**config.mk**
```make
export PLATFORM = sky130hd
export DESIGN_NAME = load_store_mem_initiator
export DESIGN_NICKNAME = d
export VERILOG_FILES = /design/src/rtl/load_store_mem_initiator.sv
export SDC_FILE = /design/constraint.sdc
export NUM_CORES = 1
export LEC_CHECK = 0
export CAP_MARGIN = 10
export CORE_MARGIN = 2
export CORE_UTILIZATION = 47
export CTS_BUF_LIST = sky130_fd_sc_hd__clkbuf_8 sky130_fd_sc_hd__clkbuf_16
export DETAILED_ROUTE_END_ITERATION = 6
export GPL_TIMING_DRIVEN = 1
export PLACE_DENSITY = 0.85
export SLEW_MARGIN = 0
export SYNTH_ARGS = -nofsm -noshare
export SYNTH_HDL_FRONTEND = slang
export SYNTH_SLANG_ARGS = --single-unit
```
**constraint.sdc**
```tcl
create_clock -name clock -period 5.3 [get_ports clock]
set_clock_uncertainty 0.15 [all_clocks]
set_input_delay 1.59 -clock clock [delete_from_list [all_inputs] [get_ports clock]]
set_output_delay 1.59 -clock clock [all_outputs]
set_load 0.05 [all_outputs]
```
**src/rtl/load_store_mem_initiator.sv**
```systemverilog
// load_store_mem_initiator: single-outstanding load/store initiator for the core's data-memory port
// Ports:
//   clock, reset (async, active-low)
//   req_*   : pipeline request (valid/ready, write, size, unsigned, address, wdata)
//   resp_*  : one-cycle completion pulse with extended load data and error flag
//   busy    : request in flight
//   mem_*   : memory request strobes, byte enables, aligned address, lane-replicated data,
//             read data / echoed address / valid back from memory, mem_ready flow control
module load_store_mem_initiator #(
  parameter int DATA_WIDTH     = 32,
  parameter int ADDRESS_BITS   = 32,
  parameter int TIMEOUT_CYCLES = 1000
) (
  input  logic                    clock,
  input  logic                    reset,
  input  logic                    req_valid,
  output logic                    req_ready,
  input  logic                    req_write,
  input  logic [1:0]              req_size,
  input  logic                    req_unsigned,
  input  logic [ADDRESS_BITS-1:0] req_address,
  input  logic [DATA_WIDTH-1:0]   req_wdata,
  output logic                    resp_valid,
  output logic [DATA_WIDTH-1:0]   resp_rdata,
  output logic                    resp_error,
  output logic                    busy,
  output logic                    mem_read,
  output logic                    mem_write,
  output logic [DATA_WIDTH/8-1:0] mem_byte_en,
  output logic [ADDRESS_BITS-1:0] mem_address,
  output logic [DATA_WIDTH-1:0]   mem_wdata,
  input  logic [DATA_WIDTH-1:0]   mem_rdata,
  input  logic [ADDRESS_BITS-1:0] mem_address_in,
  input  logic                    mem_valid,
  input  logic                    mem_ready
);
  localparam int CW = $clog2(TIMEOUT_CYCLES + 1);
  localparam int BW = DATA_WIDTH / 8;
  typedef enum logic [1:0] {IDLE, ISSUE, WAIT} state_t;
  state_t state, state_nx;
  logic [CW-1:0] cnt, cnt_nx, cnt_inc;
  logic cap_write, cap_write_nx, cap_unsigned, cap_unsigned_nx;
  logic [1:0] cap_size, cap_size_nx, cap_off, cap_off_nx;
  logic [BW-1:0] be_nx;
  logic [ADDRESS_BITS-1:0] addr_nx;
  logic [DATA_WIDTH-1:0] wd_nx, rd_nx, sh, ext;
  logic rv_nx, re_nx, bad, hit;
  assign req_ready = state == IDLE;
  assign busy = state != IDLE;
  assign bad = req_size == 2'b11 || (req_size == 2'b01 && req_address[0]) ||
               (req_size == 2'b10 && req_address[1:0] != 2'b00);
  assign hit = mem_valid && mem_address_in == mem_address;
  assign sh = mem_rdata >> {cap_off, 3'b000};
  assign ext = cap_size == 2'b00 ? {{24{!cap_unsigned && sh[7]}}, sh[7:0]} :
               cap_size == 2'b01 ? {{16{!cap_unsigned && sh[15]}}, sh[15:0]} : sh;
  assign cnt_inc = cnt == CW'(TIMEOUT_CYCLES) ? cnt : cnt + CW'(1);
  always_ff @(posedge clock or negedge reset)
    if (!reset) begin
      state        <= IDLE;
      cnt          <= '0;
      cap_write    <= 1'b0;
      cap_unsigned <= 1'b0;
      cap_size     <= 2'b00;
      cap_off      <= 2'b00;
      mem_byte_en  <= '0;
      mem_address  <= '0;
      mem_wdata    <= '0;
      resp_valid   <= 1'b0;
      resp_error   <= 1'b0;
      resp_rdata   <= '0;
    end else begin
      state        <= state_nx;
      cnt          <= cnt_nx;
      cap_write    <= cap_write_nx;
      cap_unsigned <= cap_unsigned_nx;
      cap_size     <= cap_size_nx;
      cap_off      <= cap_off_nx;
      mem_byte_en  <= be_nx;
      mem_address  <= addr_nx;
      mem_wdata    <= wd_nx;
      resp_valid   <= rv_nx;
      resp_error   <= re_nx;
      resp_rdata   <= rd_nx;
    end
  always_comb begin
    state_nx        = state;
    cnt_nx          = cnt;
    cap_write_nx    = cap_write;
    cap_unsigned_nx = cap_unsigned;
    cap_size_nx     = cap_size;
    cap_off_nx      = cap_off;
    be_nx           = mem_byte_en;
    addr_nx         = mem_address;
    wd_nx           = mem_wdata;
    rv_nx           = 1'b0;
    re_nx           = 1'b0;
    rd_nx           = '0;
    mem_read        = 1'b0;
    mem_write       = 1'b0;
    case (state)
      IDLE:
        if (req_valid) begin
          cap_write_nx    = req_write;
          cap_unsigned_nx = req_unsigned;
          cap_size_nx     = req_size;
          cap_off_nx      = req_address[1:0];
          if (bad) begin
            rv_nx = 1'b1;
            re_nx = 1'b1;
          end else begin
            state_nx = ISSUE;
            addr_nx  = {req_address[ADDRESS_BITS-1:2], 2'b00};
            be_nx    = req_size == 2'b00 ? 4'b0001 << req_address[1:0] :
                       req_size == 2'b01 ? 4'b0011 << req_address[1:0] : 4'b1111;
            wd_nx    = req_size == 2'b00 ? {4{req_wdata[7:0]}} :
                       req_size == 2'b01 ? {2{req_wdata[15:0]}} : req_wdata;
          end
        end
      ISSUE:
        if (mem_ready) begin
          mem_write = cap_write;
          mem_read  = !cap_write;
          rv_nx     = cap_write;
          cnt_nx    = '0;
          state_nx  = cap_write ? IDLE : WAIT;
        end
      WAIT:
        if (hit) begin
          rv_nx    = 1'b1;
          rd_nx    = ext;
          state_nx = IDLE;
        end else if (cnt_inc == CW'(TIMEOUT_CYCLES)) begin
          rv_nx    = 1'b1;
          re_nx    = 1'b1;
          cnt_nx   = cnt_inc;
          state_nx = IDLE;
        end else begin
          cnt_nx = cnt_inc;
        end
      default: state_nx = IDLE;
    endcase
  end
endmodule

```
==> qor.yml, run 1 <==
status: "finished, final reports clean"
syn_area_sq_um: 5950
wl_per_cell_microns: 18.1
ios: 243
hpwl_microns: 12900
fin_util_pct: 72.6
routed_wl_microns: 17900
required_ns: 3.56
syn_area_per_cell_sq_um: 10.4
fillers: 910
vias: 5343
hold_path.class: "flop to flop"
ff2ff_path_depth: 6
die_h_microns: 117
critPathCaptureType: "primary output"
dr.pass1.iters: 5
cts_max_path_buffers: 2
synth-edff-count: 0
finalNetCount: 945
overflow: 0
worst_r2r_endpoint: "resp_rdata[23]"
synth_cell_types: 53
antenna_cells: 0
grt_pass1_vias: 5438
r2r_slack_ns: 2.62
holdBufCountCts: 0
rsz0062_at_grt: "no"
yosys_warnings: 0
design.core.area_sq_um: 12500
arrival_ns: 3.16
post_drt_via_cell_ratio: 5.41
seq_area_frac_synth_pct: 49.6
pre_cts_slack_ns: 0.413
switchingPower_mw: 2.31
gp_congestion: 0.893
cts_resized: 0
fin_cells: 987
cp-start-kind: "input port"
clock-root-buffer: "clkbuf_16"
initial_core_util_pct: 47.6
clk_pin_slew_ns: 0.05
ant_nets: 0
tightest_slew_ns: 1.06
holdWs_ns: 0.332
placed_area_sq_um: 8460
setup_slack_ns: 0.397
syn_to_final_growth_pct: 52.6
p_leak_nw: 3.91
cts_htree_levels: 4
ir_drop_mv: 0.578
min_delay_worst_endpoint: "mem_wdata[13]"
power.density_nw_per_um2: 574
die_area_sq_um: 13600
dieWidth_microns: 117
dp.cells: 955
drv_cap: 0
hold_violations: 0
min_period_ns: 4.90
min_period_over_period_pct: 92.5
grt_use_total_pct: 27.0
cts_tree: "done"
rows: 41
power.share.sequential_pct: 28.5
port-buffer-count: 240
cts_sinks: 118
synth_cells: 574
p_comb_share_pct: 48.1
startpoint: "mem_ready"
hold_depth: 2
synthFlopType: "dfrtp_1"
swShare_pct: 44.2
path_class: "input port to primary output"
clock.fmax_mhz: 204
finalInstanceArea_sq_um: 9090
clk_latency_ns: 0.42
grt_max_degree: 96
drc_errors: 0
layout_common_cells: "clkdlybuf4s50_1, dfrtp_1, nand2_1"
report.power.total_mw: 5.22
final_common_cell: "clkdlybuf4s50_1"
slew_viol_final: 0
grt_pass1_wl_microns: 27700
hp-start: "mem_wdata[13]"
crit_fanout: 3
fin_setup_tns_ns: 0
intPower_mw: 2.91
setup_viol: 0
drive_above_1_share_pct: 12.0
cts_made_buffers: 17
r2r-start: "mem_address[5]"
seqCellArea_sq_um: 2950
slew_headroom_pct: 29.6
synth-seq-cells: 118
antenna_found_initial: 0
clkPwrFrac_pct: 23.4
async_flop_share_pct: 100
multiInputGateArea_sq_um: 2810
dr.first_iter.drc_count: 328
postCtsSetupRepairBufs: 0
cell type report:
type                            count  share of cell area [%]
Clock inverter                     13                    1.97
Clock buffer                       19                    4.98
Timing Repair Buffer              246                    26.9
Multi-Input combinational cell    409                    30.9
Tap cell                          172                    2.37
Inverter                           10                   0.413
Sequential cell                   118                    32.5
layer usage:
metal  GRT usage [%]  wire length [microns]
met5               0                      0
met4            11.1                    437
met3            9.19                   1640
met2            46.2                   8990
met1            31.1                   6830
power by group through the flow:
stage	Combinational, mW	Sequential [mW]	Clock, mW
detailed placement	2.50	1.50	0
global route	2.64	1.53	1.29
floorplan	0.790	2.30	0
CTS	2.52	1.49	1.24
finish	2.51	1.49	1.22
global placement	2.46	1.47	0
cell families after synthesis:
kind of cell | share of synthesized area, %
flip-flops | 49.6
buffers and inverters | 3.43
adder cells (fa/ha/maj) | 1.26
multiplexers | 14.3
AO/OA/AOI/OAI | 12.5
XOR/XNOR | 4.85
other | 0.0630
AND/OR/NAND/NOR | 14.0
worst max-delay path, cell delays in order:
cell             delay, ns
clkdlybuf4s50_1       0.50
and3_1                0.24
clkdlybuf4s50_1       0.84
Yosys cell counts (all sizes together), types with 7 or more instances:
cell / n / area share, %
nand3: 8 / 0.67
o21ai: 37 / 3.1
xor2: 29 / 4.3
o21a: 7 / 0.88
nor2b: 16 / 1.7
nand2: 65 / 4.1
clkbuf: 26 / 1.6
buf: 12 / 1.2
nor4: 7 / 1.1
a21oi: 34 / 3.0
mux2: 39 / 7.4
dfrtp: 118 / 50
mux2i: 41 / 6.9
inv: 10 / 0.63
a211oi: 16 / 2.0
nor2: 35 / 2.5
worst max-delay path by stage:
stage	slack, ns	to
floorplan	1.05	mem_read
global placement	0.43	mem_write
detailed placement	0.41	mem_write
CTS	0.41	mem_write
global route	0.38	mem_write
finish	0.40	mem_write
flip-flops by register name, summed over array words and instances (netlist names), 2 cells and up:
register,flops
cnt,10
state,2
mem_byte_en,4
mem_wdata,32
cap_off,2
resp_rdata,32
cap_size,2
mem_address,30
No activity file was read; power rests on OpenSTA's default activity.
==> run 2: changes to the inputs <==
--- a/config.mk
+++ b/config.mk
@@ -6,9 +6,9 @@
 export NUM_CORES = 1
 export LEC_CHECK = 0
 export CAP_MARGIN = 10
-export CORE_MARGIN = 2
 export CORE_UTILIZATION = 47
 export CTS_BUF_LIST = sky130_fd_sc_hd__clkbuf_8 sky130_fd_sc_hd__clkbuf_16
+export CTS_CLUSTER_SIZE = 14
 export DETAILED_ROUTE_END_ITERATION = 6
 export GPL_TIMING_DRIVEN = 1
 export PLACE_DENSITY = 0.85
==> run 2 against run 1 <==
  * Die area fell by 3.4%
  * Power down 0.51%
  * Sequential share of layout area barely moved
  * Wire length grew 2.6%
  * Core utilization is 2.0 points higher
  * Count of clock-buffer cells in the layout stayed put
  * Register-to-register slack better by 0.06 ns
  * First-iteration DRC count fell by 3.7%
==> qor.yml, run 2 (same netlist as run 1, synthesis figures left out) <==
status: "finished, final reports clean"
arrival_ns: 3.13
gp_congestion: 0.899
antenna_found_initial: 0
layout_common_cells: "clkdlybuf4s50_1, dfrtp_1, nand2_1"
ant_nets: 0
initial_core_util_pct: 49.0
cts_resized: 0
design.core.area_sq_um: 12200
ios: 243
clk_pin_slew_ns: 0.05
ir_drop_mv: 0.613
clock-root-buffer: "clkbuf_16"
required_ns: 3.56
syn_to_final_growth_pct: 52.5
dieWidth_microns: 115
min_period_ns: 4.87
cts_made_buffers: 17
hpwl_microns: 13400
dr.pass1.iters: 5
largestRegisters: "mem_wdata (32), resp_rdata (32), mem_address (30)"
slew_viol_final: 0
grt_use_total_pct: 29.1
pre_cts_slack_ns: 0.424
cts_sinks: 118
grt_pass1_vias: 5676
slew_headroom_pct: 28.7
p_leak_nw: 3.90
rsz0062_at_grt: "no"
final_common_cell: "clkdlybuf4s50_1"
hold_path.class: "flop to flop"
clk_latency_ns: 0.42
min_period_over_period_pct: 92.0
fin_util_pct: 74.7
path_class: "input port to primary output"
die_h_microns: 115
power.density_nw_per_um2: 572
drv_cap: 0
fillers: 826
dr.first_iter.drc_count: 316
vias: 5378
postCtsSetupRepairBufs: 0
routed_wl_microns: 18400
grt_pass1_wl_microns: 28700
rows: 40
critPathCaptureType: "primary output"
cp-start-kind: "input port"
setup_viol: 0
setup_slack_ns: 0.425
crit_fanout: 3
wl_per_cell_microns: 18.7
cts_htree_levels: 4
cts_max_path_buffers: 2
drc_errors: 0
post_drt_via_cell_ratio: 5.47
cts_tree: "done"
antenna_cells: 0
clock.fmax_mhz: 205
fin_setup_tns_ns: 0
grt_max_degree: 73
drive_above_1_share_pct: 12.1
hold_violations: 0
port-buffer-count: 240
overflow: 0
tightest_slew_ns: 1.07
holdBufCountCts: 0
finalNetCount: 946
die_area_sq_um: 13100
[run 2: cell count changes in the layout (fill, tap and decap cells not counted)]
cell	before	now
bufinv_16	4	3
buf_12	0	1
clkinvlp_4	4	6
clkinv_4	1	0
[run 2: metal layers]
layer	share of wire, %	track usage [%]	vias up	wire [microns]
met5	0	0	-	0
met4	3.7	15.1	0	679
met3	8.4	9.69	48	1550
met2	50	50.6	261	9200
met1	38	31.7	2601	6940
li1	-	-	2468	-
[run 2: final timing paths]
kind,slack [ns],cells after the start,from,to
min,0.33,2,mem_byte_en[1],mem_byte_en[1]
max,0.43,3,mem_ready,mem_write
min in group asynchronous,1.16,1,reset,resp_rdata[0]
max in group asynchronous,2.96,2,reset,mem_wdata[2]
max reg2reg,2.68,6,mem_address[12],resp_rdata[26]
min reg2reg,0.33,2,mem_byte_en[1],mem_byte_en[1]
[run 2: where the power goes]
part | total, mW | internal, mW | switching (mW)
clock network | 1.18 | 0.758 | 0.421
logic | 2.52 | 0.915 | 1.61
registers | 1.49 | 1.19 | 0.298
[run 2: through the flow]
stage	std cells	area (sq um)	hold slack, ns	total power, mW
after floorplan	575	5960	0.303	3.09
after detailed placement	952	8470	0.326	4.00
after global routing	984	9080	0.350	5.41
after CTS	984	9080	0.340	5.21
after global placement	952	8470	0.313	3.93
final	984	9080	0.331	5.19
[run 2: cell type report]
| cell class | instances | area [sq um] | area share [%] |
|---|---|---|---|
| Sequential cell | 118 | 2950 | 32.5 |
| Clock buffer | 19 | 453 | 4.99 |
| Clock inverter | 13 | 155 | 1.71 |
| Tap cell | 168 | 210 | 2.32 |
| Inverter | 10 | 37.5 | 0.413 |
| Timing Repair Buffer | 247 | 2460 | 27.1 |
| Multi-Input combinational cell | 409 | 2810 | 30.9 |
[run 2: critical path: stages]
cell	delay (ns)
clkdlybuf4s50_1	0.49
and3_1	0.22
clkdlybuf4s50_1	0.83
